File: src/rtl/sobel_frame_ctrl.sv
// -----------------------------------------------------------------------------
// sobel_frame_ctrl
//
// Frame sequencer between the SPI pixel interface and top_gray_sobel.
// Arms the pipeline with a one-cycle start pulse, holds the filter select
// stable for the whole frame, gates and counts incoming pixels, counts the
// pixels the pipeline emits, and reports frame completion. A drain watchdog
// ends the frame with an error if the pipeline goes quiet before all
// N = IMG_WIDTH*IMG_HEIGHT output pixels have been seen.
//
// Optional build macro:
//   SOBEL_FRAME_ABORT_EN  adds input abort_i; an abort in ARM/RUN/DRAIN ends
//                         the frame through DONE with error_o set.
//
// Ports:
//   clk_i             system clock
//   nreset_i          asynchronous active-low reset
//   frame_start_i     frame request, sampled in IDLE only
//   select_i [1:0]    filter mode for the next frame
//   in_valid_i        SPI side presents an input pixel
//   in_ready_o        controller accepts input pixels (RUN only)
//   px_ready_sobel_i  pipeline produced an output pixel
//   abort_i           (SOBEL_FRAME_ABORT_EN only) abandon the current frame
//   start_o           one-cycle start pulse to the pipeline
//   select_o [1:0]    frame-stable select to the pipeline
//   out_valid_o       registered copy of counted px_ready_sobel_i
//   busy_o            high outside IDLE
//   frame_done_o      one-cycle end-of-frame pulse
//   error_o           sticky frame error (over-count, timeout, abort)
//   in_count_o        input pixels accepted this frame
//   out_count_o       output pixels counted this frame
// -----------------------------------------------------------------------------
// state | meaning
// IDLE  | waiting for frame_start_i, counters/error hold last frame
// ARM   | single cycle, start_o high
// RUN   | accepting input pixels until N accepted
// DRAIN | inputs closed, waiting for remaining outputs under watchdog
// DONE  | single cycle, frame_done_o high
// -----------------------------------------------------------------------------
module sobel_frame_ctrl #(
   parameter int IMG_WIDTH      = 24,
   parameter int IMG_HEIGHT     = 24,
   parameter int TIMEOUT_CYCLES = 1024,
   parameter int CNT_W          = $clog2(IMG_WIDTH*IMG_HEIGHT+1)
) (
   input  logic             clk_i,
   input  logic             nreset_i,
   input  logic             frame_start_i,
   input  logic [1:0]       select_i,
   input  logic             in_valid_i,
   output logic             in_ready_o,
   input  logic             px_ready_sobel_i,
`ifdef SOBEL_FRAME_ABORT_EN
   input  logic             abort_i,
`endif
   output logic             start_o,
   output logic [1:0]       select_o,
   output logic             out_valid_o,
   output logic             busy_o,
   output logic             frame_done_o,
   output logic             error_o,
   output logic [CNT_W-1:0] in_count_o,
   output logic [CNT_W-1:0] out_count_o
);

   localparam int N_PIX = IMG_WIDTH * IMG_HEIGHT;
   localparam int WD_W  = $clog2(TIMEOUT_CYCLES + 1);

   localparam logic [CNT_W-1:0] N_C      = CNT_W'(N_PIX);
   localparam logic [CNT_W-1:0] N_M1_C   = CNT_W'(N_PIX - 1);
   localparam logic [WD_W-1:0]  WD_LAST  = WD_W'(TIMEOUT_CYCLES - 1);

   typedef enum logic [2:0] {
      ST_IDLE  = 3'd0,
      ST_ARM   = 3'd1,
      ST_RUN   = 3'd2,
      ST_DRAIN = 3'd3,
      ST_DONE  = 3'd4
   } state_t;

   state_t           state_q, state_d;
   logic [1:0]       select_q, select_d;
   logic [CNT_W-1:0] in_cnt_q, in_cnt_d;
   logic [CNT_W-1:0] out_cnt_q, out_cnt_d;
   logic             out_valid_q, out_valid_d;
   logic             err_q, err_d;
   logic [WD_W-1:0]  wd_q, wd_d;

   logic abort_req;
   logic frame_active;
   logic in_accept;

`ifdef SOBEL_FRAME_ABORT_EN
   assign abort_req = abort_i;
`else
   assign abort_req = 1'b0;
`endif

   // Output pixels are counted from ARM through DRAIN so that a pipeline
   // with very short latency is not missed right after the start pulse.
   assign frame_active = (state_q == ST_ARM) || (state_q == ST_RUN) ||
                         (state_q == ST_DRAIN);
   assign in_accept    = in_valid_i && (state_q == ST_RUN);

   always_comb begin
      state_d     = state_q;
      select_d    = select_q;
      in_cnt_d    = in_cnt_q;
      out_cnt_d   = out_cnt_q;
      out_valid_d = 1'b0;
      err_d       = err_q;
      wd_d        = wd_q;

      // Outputs beyond N are reported as an error rather than counted.
      if (frame_active && px_ready_sobel_i) begin
         if (out_cnt_q != N_C) begin
            out_cnt_d   = out_cnt_q + CNT_W'(1);
            out_valid_d = 1'b1;
         end else begin
            err_d = 1'b1;
         end
      end

      case (state_q)
         ST_IDLE: begin
            if (frame_start_i) begin
               select_d  = select_i;
               in_cnt_d  = '0;
               out_cnt_d = '0;
               wd_d      = '0;
               err_d     = 1'b0;
               state_d   = ST_ARM;
            end
         end
         ST_ARM: begin
            state_d = ST_RUN;
         end
         ST_RUN: begin
            if (in_accept) begin
               in_cnt_d = in_cnt_q + CNT_W'(1);
               // Leave RUN on the accept that completes the frame so that
               // in_ready_o drops before an (N+1)th pixel can be taken.
               if (in_cnt_q == N_M1_C) begin
                  state_d = ST_DRAIN;
               end
            end
         end
         ST_DRAIN: begin
            if (px_ready_sobel_i) begin
               wd_d = '0;
            end else begin
               wd_d = wd_q + WD_W'(1);
            end
            if (out_cnt_q == N_C) begin
               state_d = ST_DONE;
            end else if (!px_ready_sobel_i && (wd_q == WD_LAST)) begin
               err_d   = 1'b1;
               state_d = ST_DONE;
            end
         end
         ST_DONE: begin
            state_d = ST_IDLE;
         end
         default: begin
            state_d = ST_IDLE;
         end
      endcase

      if (abort_req && frame_active) begin
         err_d   = 1'b1;
         state_d = ST_DONE;
      end
   end

   always_ff @(posedge clk_i or negedge nreset_i) begin
      if (!nreset_i) begin
         state_q     <= ST_IDLE;
         select_q    <= 2'b00;
         in_cnt_q    <= '0;
         out_cnt_q   <= '0;
         out_valid_q <= 1'b0;
         err_q       <= 1'b0;
         wd_q        <= '0;
      end else begin
         state_q     <= state_d;
         select_q    <= select_d;
         in_cnt_q    <= in_cnt_d;
         out_cnt_q   <= out_cnt_d;
         out_valid_q <= out_valid_d;
         err_q       <= err_d;
         wd_q        <= wd_d;
      end
   end

   assign start_o      = (state_q == ST_ARM);
   assign in_ready_o   = (state_q == ST_RUN);
   assign busy_o       = (state_q != ST_IDLE);
   assign frame_done_o = (state_q == ST_DONE);
   assign select_o     = select_q;
   assign out_valid_o  = out_valid_q;
   assign error_o      = err_q;
   assign in_count_o   = in_cnt_q;
   assign out_count_o  = out_cnt_q;

endmodule
File: config.mk
export PLATFORM = sky130hd
export DESIGN_NAME = sobel_frame_ctrl
export DESIGN_NICKNAME = d
export VERILOG_FILES = /design/src/rtl/sobel_frame_ctrl.sv
export SDC_FILE = /design/constraint.sdc
export NUM_CORES = 1
export LEC_CHECK = 0
export ABC_AREA = 1
export BUFFER_PORTS_ARGS = -buffer_cell sky130_fd_sc_hd__buf_4
export CAP_MARGIN = 15
export CORE_MARGIN = 4
export CORE_UTILIZATION = 45
export CTS_CLUSTER_SIZE = 25
export DETAILED_ROUTE_END_ITERATION = 10
export HOLD_SLACK_MARGIN = 0.05
export PLACE_DENSITY = 0.72
export SETUP_SLACK_MARGIN = 0.3
export SLEW_MARGIN = 20
export SYNTH_ARGS = -nofsm -noshare
export SYNTH_HDL_FRONTEND = slang
export SYNTH_SLANG_ARGS = --single-unit
export TNS_END_PERCENT = 1
File: constraint.sdc
create_clock -name clk_i -period 2.75 [get_ports clk_i]
set_input_delay 0.4125 -clock clk_i [delete_from_list [all_inputs] [get_ports clk_i]]
set_output_delay 0.4125 -clock clk_i [all_outputs]
set_load 0.01 [all_outputs]
==> summary.md <==
| Metric | Value |
|---|---|
| Die area | approximately 6000 sq um |
| Worst EP arrival | 1.37 ns |
| Diodes inserted | 0 |
| Pint | about 1.1 mW |
| IO Count | 35 |
| Setup violators final | 0 |
| RSZ-0062 raised after global routing | no |
| Row count | 25 |
| Most common cell after layout, fill and taps aside | nand2_1 |
| CP Max Fanout | 6 |
| Root Buffer | clkbuf_8 |
| Synth async-reset ratio | 100% |
| Final TNS setup | 0 ns |
| Worst Skew | around 0.0077 ns |
| Fin. max-slew vios | 0 |
| Run status | finished, final reports clean |
| Worst VDD drop | between 200 and 300 uV |
| Initial Util | between 40% and 50% |
| GPL Wtd Cong | about 0.84 |
| # DRC | 0 |
| Fill cells | about 450 |
| Highest-count cells in the layout ignoring fill and taps | 89 x nand2_1, 38 x dfrtp_1, 35 x nor2_1 |
| GR Util All Layers | 17.0% |
| Cts hold-fix bufs | 0 |
| Unique cell type count in the Yosys netlist | 31 |
| Multi-input logic area | 1100 sq um |
| Post-route clock period utilization | around 65% |
| Clock sink count | 38 |
| Pwr per Cell Area | between 700 and 800 nW/um^2 |
| Endpoint type of the worst setup path | output pin |
| Worst setup SP type | flip-flop |
| Clock Latency Late Sink | 0.29 ns |
| Number of buffers created by CTS | 5 |
| Clock Path Buffers | 2 |
| Initial antenna violation count | 0 |
| Yosys top cell area share | around 43% |
| Final Hold Vio Count | 0 |
| Core Region | 4720 sq um |
| CP required | roughly 2.3 ns |
| Switching Share | 41.5% |
| Post-detail-place hpwl | around 3600 um |
| Layout area overhead | 18.3% |
| Crit Path Category | flip-flop to output pin |
| Dominant cells by area after synthesis | dfrtp_1 43%, nand2_1 15%, nor2_1 6.0% |
| Global-route wire length before repair | between 8000 and 9000 um |
| Via density | between 4 and 5 |
| Pleak | around 1.3 nW |
| Clock power share | 20.3% |
| Top_reg_cell synth | dfrtp_1 |
| Syn nets | between 300 and 400 |
| Cells after synthesis | ~300 |
| Post-CTS Setup Bufs | 0 |
| Reg area | between 900 and 1000 sq um |
| Worst Max-Slew Pin Slew | 0.484 ns |
| Mapped cell area | between 2000 and 2500 sq um |
| Core Util, Final | a little under three fifths |
| Per-cell routed wire length | about 12 um |
| Number of flops mapped to enable cells by yosys | 0 |
| Antenna Nets Post-Route | 0 |
| Vias after detailed routing | 2020 |
| Psw | between 800 and 900 uW |
| Worst relative slew slack | about two thirds |
| Layout cells sized above 1 | 18.6% |
| Die W | between 70 and 80 um |
| Vias in the first global route | between 1500 and 2000 |
| Die H | a little under 80 um |
| Ys Warns | 0 |
| Syn avg cell area | 7.38 sq um |
| First drt pass iteration count | 4 |
| Achievable Freq | roughly 560 MHz |
| Dominant cell type by area after synthesis | dfrtp_1 |
| Largest net degree at the start of global routing | 39 |
| Yosys reg bits | 38 |
| Sequential power share | 38.3% |
| Gate power share | around two fifths |
| Max-cap violations | 0 |
| DR iter-0 viols | between 100 and 150 |
| Sequential area share after synthesis | 43.1% |
| Hold/Removal Path Class | input port to async pin |
| Tmin final | about 1.8 ns |
| CTS tree | done |
| Worst-path clk slew | 0.08 ns |
| GRT overflow | 0 |
| IO buf count | 34 |
| Post-Route WL | between 4000 and 5000 um |
| H-tree depth | 2 |
| Nets | roughly 350 |
| Post-cts resize count | 0 |
[per-layer routing]
layer  vias up  global-route usage [%]  wire, um
li1       1053                       -         -
met1       924                    22.2      2270
met2        36                    27.3      2310
met3         7                    4.93       218
met4         0                    5.42        72
met5         -                       0         0
[layout make-up]
type / count / share of cell area [%]
timing repair buffer: 34 / 9.78
sequential: 38 / 36.4
clock buffer: 7 / 3.31
tap: 67 / 3.21
inverter: 35 / 5.03
multi-input combinational: 223 / 42.0
clock inverter: 1 / 0.192
[worst paths after layout]
kind | from | end | slack (ns) | depth (start not counted)
max | state_q[2] | busy_o | 0.96 | 5
min | nreset_i | wd_q[5] | 0.07 | 1
max reg2reg | out_count_o[0] | state_q[1] | 1.06 | 11
min reg2reg | select_o[1] | select_o[1] | 0.49 | 2
max in group asynchronous | nreset_i | out_count_o[4] | 2.33 | 1
min in group clk_i | select_i[0] | select_o[0] | 0.31 | 3
[critical path, stage by stage, from the launching register on]
cell and delay [ns]:
dfrtp_1 0.39, inv_2 0.11, nand2_4 0.08, nor2_2 0.23, inv_1 0.11, buf_4 0.16
[sequential cells by signal, summed over array words and instances, names as in the netlist]
register,cells
error_o,1
in_count_o,10
out_count_o,10
out_valid_o,1
select_o,2
state_q,3
wd_q,11
[power by group through the flow]
stage | registers [mW] | logic [mW] | clock network (mW)
4_1_cts | 0.741 | 0.812 | 0.407
5_1_grt | 0.758 | 0.906 | 0.433
3_3_place_gp | 0.752 | 0.793 | 0
2_1_floorplan | 0.763 | 0.539 | 0
6_report | 0.743 | 0.803 | 0.393
3_5_place_dp | 0.751 | 0.809 | 0
[logic make-up after synthesis]
family | synth area share, %
compound gates | 9.81
xor+xnor | 0.397
fa+ha+maj | 2.27
buf+inv | 7.20
flops | 43.1
simple gates | 37.2
[through the flow]
step | cells | hold slack, ns | power (mW) | cell area (sq um) | worst slack [ns]
after floorplan | 299 | 0.117 | 1.30 | 2210 | 1.28
after global placement | 397 | 0.414 | 1.54 | 2520 | 1.07
after detailed placement | 397 | 0.412 | 1.56 | 2520 | 1.06
after CTS | 405 | 0.0876 | 1.96 | 2610 | 0.949
after global routing | 405 | 0.113 | 2.10 | 2610 | 0.857
final | 405 | 0.0721 | 1.94 | 2610 | 0.963
[synthesized netlist by cell type (4+ instances only)]
cell / count
nand4_1: 10
dfrtp_1: 38
a22oi_1: 4
nor2_1: 35
inv_2: 5
o21ai_1: 4
o21ai_0: 9
inv_1: 29
a21oi_1: 14
nand3_1: 25
nor2_2: 5
ha_1: 4
nand2_1: 89
Power figures use the tool's default switching activity.
